## config.mk

```make
export PLATFORM = sky130hd
export DESIGN_NAME = serial_write_queue
export DESIGN_NICKNAME = d
export VERILOG_FILES = /design/src/rtl/serial_write_queue_pkg.sv /design/src/rtl/serial_write_queue_sync_fifo.sv /design/src/rtl/serial_write_queue.sv
export SDC_FILE = /design/constraint.sdc
export NUM_CORES = 1
export LEC_CHECK = 0
export BUFFER_PORTS_ARGS = -buffer_cell sky130_fd_sc_hd__clkbuf_2
export CORE_ASPECT_RATIO = 0.5
export CORE_MARGIN = 10
export CORE_UTILIZATION = 65
export CTS_CLUSTER_SIZE = 8
export DETAILED_ROUTE_END_ITERATION = 10
export MAX_ROUTING_LAYER = met4
export PLACE_DENSITY = 0.89
export SLEW_MARGIN = 10
export SYNTH_ARGS = -nofsm -noshare
export SYNTH_HDL_FRONTEND = slang
export SYNTH_HIERARCHICAL = 1
export SYNTH_SLANG_ARGS = --single-unit
```

## constraint.sdc

```tcl
create_clock -name sys_clk -period 7.3 [get_ports sys_clk]
set_input_delay 0.73 -clock sys_clk [delete_from_list [all_inputs] [get_ports sys_clk]]
set_output_delay 0.73 -clock sys_clk [all_outputs]
set_load 0.02 [all_outputs]
```

## src/rtl/serial_write_queue_pkg.sv

```systemverilog
// Shared types for the serial write queue: shifter FSM states and FIFO pointer sizing.
package serial_write_queue_pkg;

   typedef enum logic [0:0] {
      ST_IDLE  = 1'b0,
      ST_SHIFT = 1'b1
   } state_e;

   // One extra pointer bit distinguishes full from empty when the index bits match.
   function automatic int unsigned ptr_width(input int unsigned depth);
      return $clog2(depth) + 32'd1;
   endfunction

endpackage

```

## src/rtl/serial_write_queue_sync_fifo.sv

```systemverilog
// Small synchronous FIFO feeding the serial shifter; full/empty decode straight from the pointer registers.
module sync_fifo
   import serial_write_queue_pkg::*;
#(
   parameter int unsigned WIDTH = 8,
   parameter int unsigned DEPTH = 4
) (
   input  logic             clk_i,
   input  logic             rst_ni,
   input  logic             flush_i,
   input  logic             push_i,
   input  logic [WIDTH-1:0] data_i,
   input  logic             pop_i,
   output logic [WIDTH-1:0] data_o,
   output logic             full_o,
   output logic             empty_o,
   output logic             overflow_o
);

   localparam int unsigned PTR_W = ptr_width(DEPTH);
   localparam int unsigned IDX_W = PTR_W - 32'd1;

   logic [PTR_W-1:0] wr_ptr_q, wr_ptr_d;
   logic [PTR_W-1:0] rd_ptr_q, rd_ptr_d;
   logic             overflow_q, overflow_d;
   logic [WIDTH-1:0] mem_q [DEPTH];
   logic             do_push_s;
   logic             do_pop_s;

   assign full_o     = (wr_ptr_q[IDX_W] != rd_ptr_q[IDX_W]) &&
                       (wr_ptr_q[IDX_W-1:0] == rd_ptr_q[IDX_W-1:0]);
   assign empty_o    = (wr_ptr_q == rd_ptr_q);
   assign data_o     = mem_q[rd_ptr_q[IDX_W-1:0]];
   assign overflow_o = overflow_q;

   // Pointer advance; a flush wins over push and pop, and a push while full is dropped.
   always_comb begin
      do_push_s  = 1'b0;
      do_pop_s   = 1'b0;
      wr_ptr_d   = wr_ptr_q;
      rd_ptr_d   = rd_ptr_q;
      overflow_d = 1'b0;
      if (flush_i) begin
         wr_ptr_d = '0;
         rd_ptr_d = '0;
      end else begin
         do_push_s  = push_i && !full_o;
         do_pop_s   = pop_i && !empty_o;
         overflow_d = push_i && full_o;
         if (do_push_s) begin
            wr_ptr_d = wr_ptr_q + PTR_W'(1'b1);
         end else begin
            wr_ptr_d = wr_ptr_q;
         end
         if (do_pop_s) begin
            rd_ptr_d = rd_ptr_q + PTR_W'(1'b1);
         end else begin
            rd_ptr_d = rd_ptr_q;
         end
      end
   end

   // Pointer and overflow-pulse registers.
   always_ff @(posedge clk_i or negedge rst_ni) begin
      if (!rst_ni) begin
         wr_ptr_q   <= '0;
         rd_ptr_q   <= '0;
         overflow_q <= 1'b0;
      end else begin
         wr_ptr_q   <= wr_ptr_d;
         rd_ptr_q   <= rd_ptr_d;
         overflow_q <= overflow_d;
      end
   end

   // Word storage.
   always_ff @(posedge clk_i or negedge rst_ni) begin
      if (!rst_ni) begin
         for (int i = 0; i < int'(DEPTH); i++) begin
            mem_q[i] <= '0;
         end
      end else if (do_push_s) begin
         mem_q[wr_ptr_q[IDX_W-1:0]] <= data_i;
      end
   end

endmodule

```

## src/rtl/serial_write_queue.sv

```systemverilog
// Queued serial writer: words from the protocol core wait in a FIFO and leave one bit per
// write_sig strobe, back to back, with the line parked at IDLE_LEVEL whenever nothing is loaded.
module serial_write_queue
   import serial_write_queue_pkg::*;
#(
   parameter int unsigned WORD_WIDTH = 8,
   parameter int unsigned FIFO_DEPTH = 4,
   parameter bit          LSB_FIRST  = 1'b0,
   parameter bit          IDLE_LEVEL = 1'b1
) (
   input  logic                  sys_clk,
   input  logic                  rst,
   input  logic                  wr_en,
   input  logic [WORD_WIDTH-1:0] wr_data,
   output logic                  full,
   output logic                  empty,
   input  logic                  write_sig,
   input  logic                  abort,
   output logic                  data_out,
   output logic                  busy,
   output logic                  done_sig,
   output logic                  overflow,
   output logic                  underrun
);

   localparam int unsigned       CNT_W    = $clog2(WORD_WIDTH);
   localparam logic [CNT_W-1:0]  LAST_BIT = CNT_W'(WORD_WIDTH - 32'd1);

   state_e                state_q, state_d;
   logic [WORD_WIDTH-1:0] shreg_q, shreg_d;
   logic [CNT_W-1:0]      bit_cnt_q, bit_cnt_d;
   logic                  data_out_q, data_out_d;
   logic                  done_q, done_d;
   logic                  underrun_q, underrun_d;
   logic                  pop_s;
   logic [WORD_WIDTH-1:0] fifo_data_s;
   logic                  fifo_full_s;
   logic                  fifo_empty_s;
   logic                  fifo_ovf_s;

   sync_fifo #(
      .WIDTH (WORD_WIDTH),
      .DEPTH (FIFO_DEPTH)
   ) u_fifo (
      .clk_i      (sys_clk),
      .rst_ni     (rst),
      .flush_i    (abort),
      .push_i     (wr_en),
      .data_i     (wr_data),
      .pop_i      (pop_s),
      .data_o     (fifo_data_s),
      .full_o     (fifo_full_s),
      .empty_o    (fifo_empty_s),
      .overflow_o (fifo_ovf_s)
   );

   assign full     = fifo_full_s;
   assign empty    = fifo_empty_s;
   assign overflow = fifo_ovf_s;
   assign busy     = (state_q == ST_SHIFT);
   assign data_out = data_out_q;
   assign done_sig = done_q;
   assign underrun = underrun_q;

   // Shifter FSM: load from the FIFO whenever a word is waiting and the shifter is free or finishing.
   always_comb begin
      state_d    = state_q;
      shreg_d    = shreg_q;
      bit_cnt_d  = bit_cnt_q;
      done_d     = 1'b0;
      underrun_d = 1'b0;
      pop_s      = 1'b0;
      data_out_d = IDLE_LEVEL;
      if (abort) begin
         state_d   = ST_IDLE;
         shreg_d   = '0;
         bit_cnt_d = '0;
      end else begin
         case (state_q)
            ST_IDLE: begin
               underrun_d = write_sig;
               if (!fifo_empty_s) begin
                  pop_s     = 1'b1;
                  shreg_d   = fifo_data_s;
                  bit_cnt_d = '0;
                  state_d   = ST_SHIFT;
               end else begin
                  state_d = ST_IDLE;
               end
            end
            ST_SHIFT: begin
               if (write_sig) begin
                  if (bit_cnt_q == LAST_BIT) begin
                     done_d = 1'b1;
                     if (!fifo_empty_s) begin
                        pop_s     = 1'b1;
                        shreg_d   = fifo_data_s;
                        bit_cnt_d = '0;
                        state_d   = ST_SHIFT;
                     end else begin
                        state_d = ST_IDLE;
                     end
                  end else begin
                     bit_cnt_d = bit_cnt_q + CNT_W'(1'b1);
                     if (LSB_FIRST) begin
                        shreg_d = {1'b0, shreg_q[WORD_WIDTH-1:1]};
                     end else begin
                        shreg_d = {shreg_q[WORD_WIDTH-2:0], 1'b0};
                     end
                  end
               end else begin
                  state_d = ST_SHIFT;
               end
            end
            default: begin
               state_d = ST_IDLE;
            end
         endcase
      end
      // The line shows the head bit of whatever the shifter will hold after this edge.
      if (state_d == ST_SHIFT) begin
         data_out_d = LSB_FIRST ? shreg_d[0] : shreg_d[WORD_WIDTH-1];
      end else begin
         data_out_d = IDLE_LEVEL;
      end
   end

   // Shifter, FSM and output registers.
   always_ff @(posedge sys_clk or negedge rst) begin
      if (!rst) begin
         state_q    <= ST_IDLE;
         shreg_q    <= '0;
         bit_cnt_q  <= '0;
         data_out_q <= IDLE_LEVEL;
         done_q     <= 1'b0;
         underrun_q <= 1'b0;
      end else begin
         state_q    <= state_d;
         shreg_q    <= shreg_d;
         bit_cnt_q  <= bit_cnt_d;
         data_out_q <= data_out_d;
         done_q     <= done_d;
         underrun_q <= underrun_d;
      end
   end

endmodule

```

==> results_dict.tcl <==
set metrics [dict create \
    met3_usage 0.0363 \
    pwr-share-clk 0.216 \
    powerDensity_nw_per_um2 360 \
    critPathCaptureType "primary output" \
    core_sq_um 4360 \
    setup_viol 0 \
    std_cell_rows 17 \
    syn_avg_cell_area_sq_um 12.6 \
    n_antenna_cell 0 \
    synth_top_cell_by_area "dfrtp_1" \
    rsz0062_at_grt "false" \
    nFillCells 245 \
    status "completed" \
    power_frac_comb 0.346 \
    critPathMaxStageDelay_ps 1090 \
    drt-initial-drc-count 220 \
    cp.arrival_ps 2980 \
    clk_path_buf_depth 2 \
    slowest_stage "nor3_2" \
    cts_sinks 54 \
    clock-root-buffer "clkbuf_8" \
    hold_buffers 0 \
    hold-worst-slack_ps 515 \
    period_needed_ps 3710 \
    startpoint_type "register" \
    clk_latency_ps 320 \
    htree_levels 2 \
    crit_family "simple AND/OR/NAND/NOR gates" \
    grt_util_all_layers 0.182 \
    ir_drop_mv 0.162 \
    skew_ps 12.8 \
    dieArea_sq_um 7700 \
    cts_buffers 5 \
    cp_max_fo 15 \
    met1_usage 0.216 \
    syn_inst 231 \
    slew_viol_final 0 \
    synth_cell_types 48 \
    cts_tree "built" \
    p_sw_mw 0.388 \
    syn_area_sq_um 2900 \
    synth_edf_count 0 \
    p_leak_nw 1.37 \
    clk_pin_slew_ps 100 \
    crit_required_ps 6570 \
    dpl.hpwl_um 3990 \
    cts_resized 0 \
    synth-seq-cells 54 \
    syn2layout_area_growth_pct 8.70 \
    wire_per_inst_um 21.6 \
    timing.fmax_ghz 0.270 \
    busiest_layer "met2" \
    hold_viol_final 0 \
    tightest_slew_ps 1240 \
    path_cells "xor2_2 > nor3_2 > clkbuf_2" \
    synth.top_cell.area_share 0.457 \
    hold_class "register to register" \
    place_congestion 0.863 \
    vias 2023 \
    syn-num-nets 251 \
    vias_per_cell 6.63 \
    swShare 0.341 \
    drive_above_1_share 0.335 \
    drv_cap 0 \
    yosys-top-cells-area "dfrtp_1 (46%), mux2_2 (12%), mux4_2 (6.2%)" \
    cts_setup_buffers 0 \
    slew_headroom 0.168 \
    p_int_mw 0.750 \
    ys.flop_type "dfrtp_1" \
    grt_overflow 0 \
    drt_wl_total_um 6590 \
    grt_pass1_wl_um 10600 \
    fp.dieH_um 67.3 \
    path_class "register to primary output" \
    grt_pass1_vias 2019 \
    fin_crit_sh 0.508 \
    fin_setup_tns_ps 0 \
    grt.met2_usage 0.298 \
    drtAntennaViolNets 0 \
    pin_count 20 \
    critPathBufInv 1 \
    initial_utilization 0.666 \
    pwr-share-seq 0.439 \
    dr.pass1.iters 4 \
    async_flop_share 1.00 \
    drc 0 \
    grt_antenna_before_repair 0 \
    die_w_um 115 \
    final_nets 267 \
    grt_start_max_net_pins 55 \
    synth.yosys.seq_area_share 0.466 \
    ys_warn_count 6 \
    portBuffers 19 \
]
cell usage after synthesis, types with 3 or more instances:
library cell / number
dfrtp_1: 53
mux2_2: 32
a21oi_1: 13
nor2_1: 12
nor2b_1: 12
mux4_2: 8
ha_1: 7
mux2i_1: 6
nand4_1: 6
o22ai_1: 6
inv_1: 5
nand2_1: 5
buf_2: 4
nand3_1: 4
nor3_1: 4
o311ai_4: 4
a22oi_1: 3
clkbuf_1: 3
nor3b_1: 3
o21ai_0: 3
cells by family (layout without fill, tap and decap cells):
kind of cell             count (synthesis)  in the layout  synth area share
AO/OA/AOI/OAI                           43             43             0.124
XOR/XNOR                                 6              6            0.0259
adder cells (fa/ha/maj)                  7              7            0.0302
buffers and inverters                   16             33            0.0302
flip-flops                              54             54             0.466
multiplexers                            47             47             0.211
AND/OR/NAND/NOR                         58             58             0.113
cell type report:
type                            instances  area [sq um]  share of cell area
Timing Repair Buffer                   20           103              0.0325
Clock buffer                            6          82.6              0.0262
Sequential cell                        54          1350               0.428
Clock inverter                          2          60.1              0.0190
Multi-Input combinational cell        161          1470               0.465
Inverter                                5          18.8             0.00595
Tap cell                               57          71.3              0.0226
sequential cells by signal, summed over array words and instances (netlist names):
register	cells
bit_cnt_q	3
underrun	1
busy	1
u_fifo/rd_ptr_q	3
shreg_q	8
u_fifo/wr_ptr_q	3
u_fifo/overflow_o	1
data_out	1
u_fifo/mem_q	32
done_sig	1
power groups by stage:
stage	clock network (mW)	logic, mW	registers, mW
6_report	0.245	0.393	0.499
5_1_grt	0.261	0.423	0.511
4_1_cts	0.249	0.391	0.496
3_5_place_dp	0	0.377	0.494
3_3_place_gp	0	0.359	0.485
2_1_floorplan	0	0.318	0.465
path summary, 6_finish.rpt:
check | cells after the start | to | slack [ps] | from
min reg2reg | 1 | u_fifo/mem_q[4]$_DFFE_PN0P_ | 510 | u_fifo/mem_q[4]$_DFFE_PN0P_
max reg2reg | 6 | u_fifo/rd_ptr_q[1]$_DFFE_PN0P_ | 3760 | u_fifo/rd_ptr_q[0]$_DFFE_PN0P_
max in group asynchronous | 2 | u_fifo/mem_q[13]$_DFFE_PN0P_ | 6310 | rst
min | 1 | u_fifo/mem_q[4]$_DFFE_PN0P_ | 510 | u_fifo/mem_q[4]$_DFFE_PN0P_
min in group asynchronous | 2 | shreg_q[3]$_DFFE_PN0P_ | 530 | rst
max | 3 | empty | 3590 | u_fifo/rd_ptr_q[0]$_DFFE_PN0P_
through the flow:
| step | cell area (sq um) | setup WS (ps) | util | cells | total power [mW] |
|---|---|---|---|---|---|
| 6_report | 3160 | 3590 | 0.724 | 305 | 1.14 |
| 5_1_grt | 3160 | 3400 | 0.724 | 305 | 1.20 |
| 4_1_cts | 3160 | 3590 | 0.724 | 305 | 1.14 |
| 3_5_place_dp | 3010 | 3930 | 0.691 | 297 | 0.871 |
| 3_3_place_gp | 3010 | 4020 | 0.691 | 297 | 0.844 |
| 2_1_floorplan | 2900 | 4650 | - | 231 | 0.782 |
routing by layer:
layer / routed length, um / up-vias
li1: - / 892
met1: 2750 / 1017
met2: 3230 / 94
met3: 431 / 20
met4: 176 / 0
met5: 0 / -
layout by cell type, fill, tap and decap left out, types with 4 or more instances in the layout:
cell / n
mux2i_1: 6
nand4_1: 6
ha_1: 7
dfrtp_1: 53
inv_1: 5
nand3_1: 4
mux4_2: 8
nor2b_1: 12
o22ai_1: 6
nand2_1: 5
a21oi_1: 13
clkbuf_2: 19
nor2_1: 12
mux2_2: 32
o311ai_4: 4
clkbuf_8: 6
worst register-to-register path, delay by kind of cell, from the launching register on:
kind	cells	cell delay, ps
AND/OR/NAND/NOR	3	1790
XOR/XNOR	1	420
AO/OA/AOI/OAI	2	370
flip-flops	1	830
Note: power is estimated with default switching activity, not from simulation.
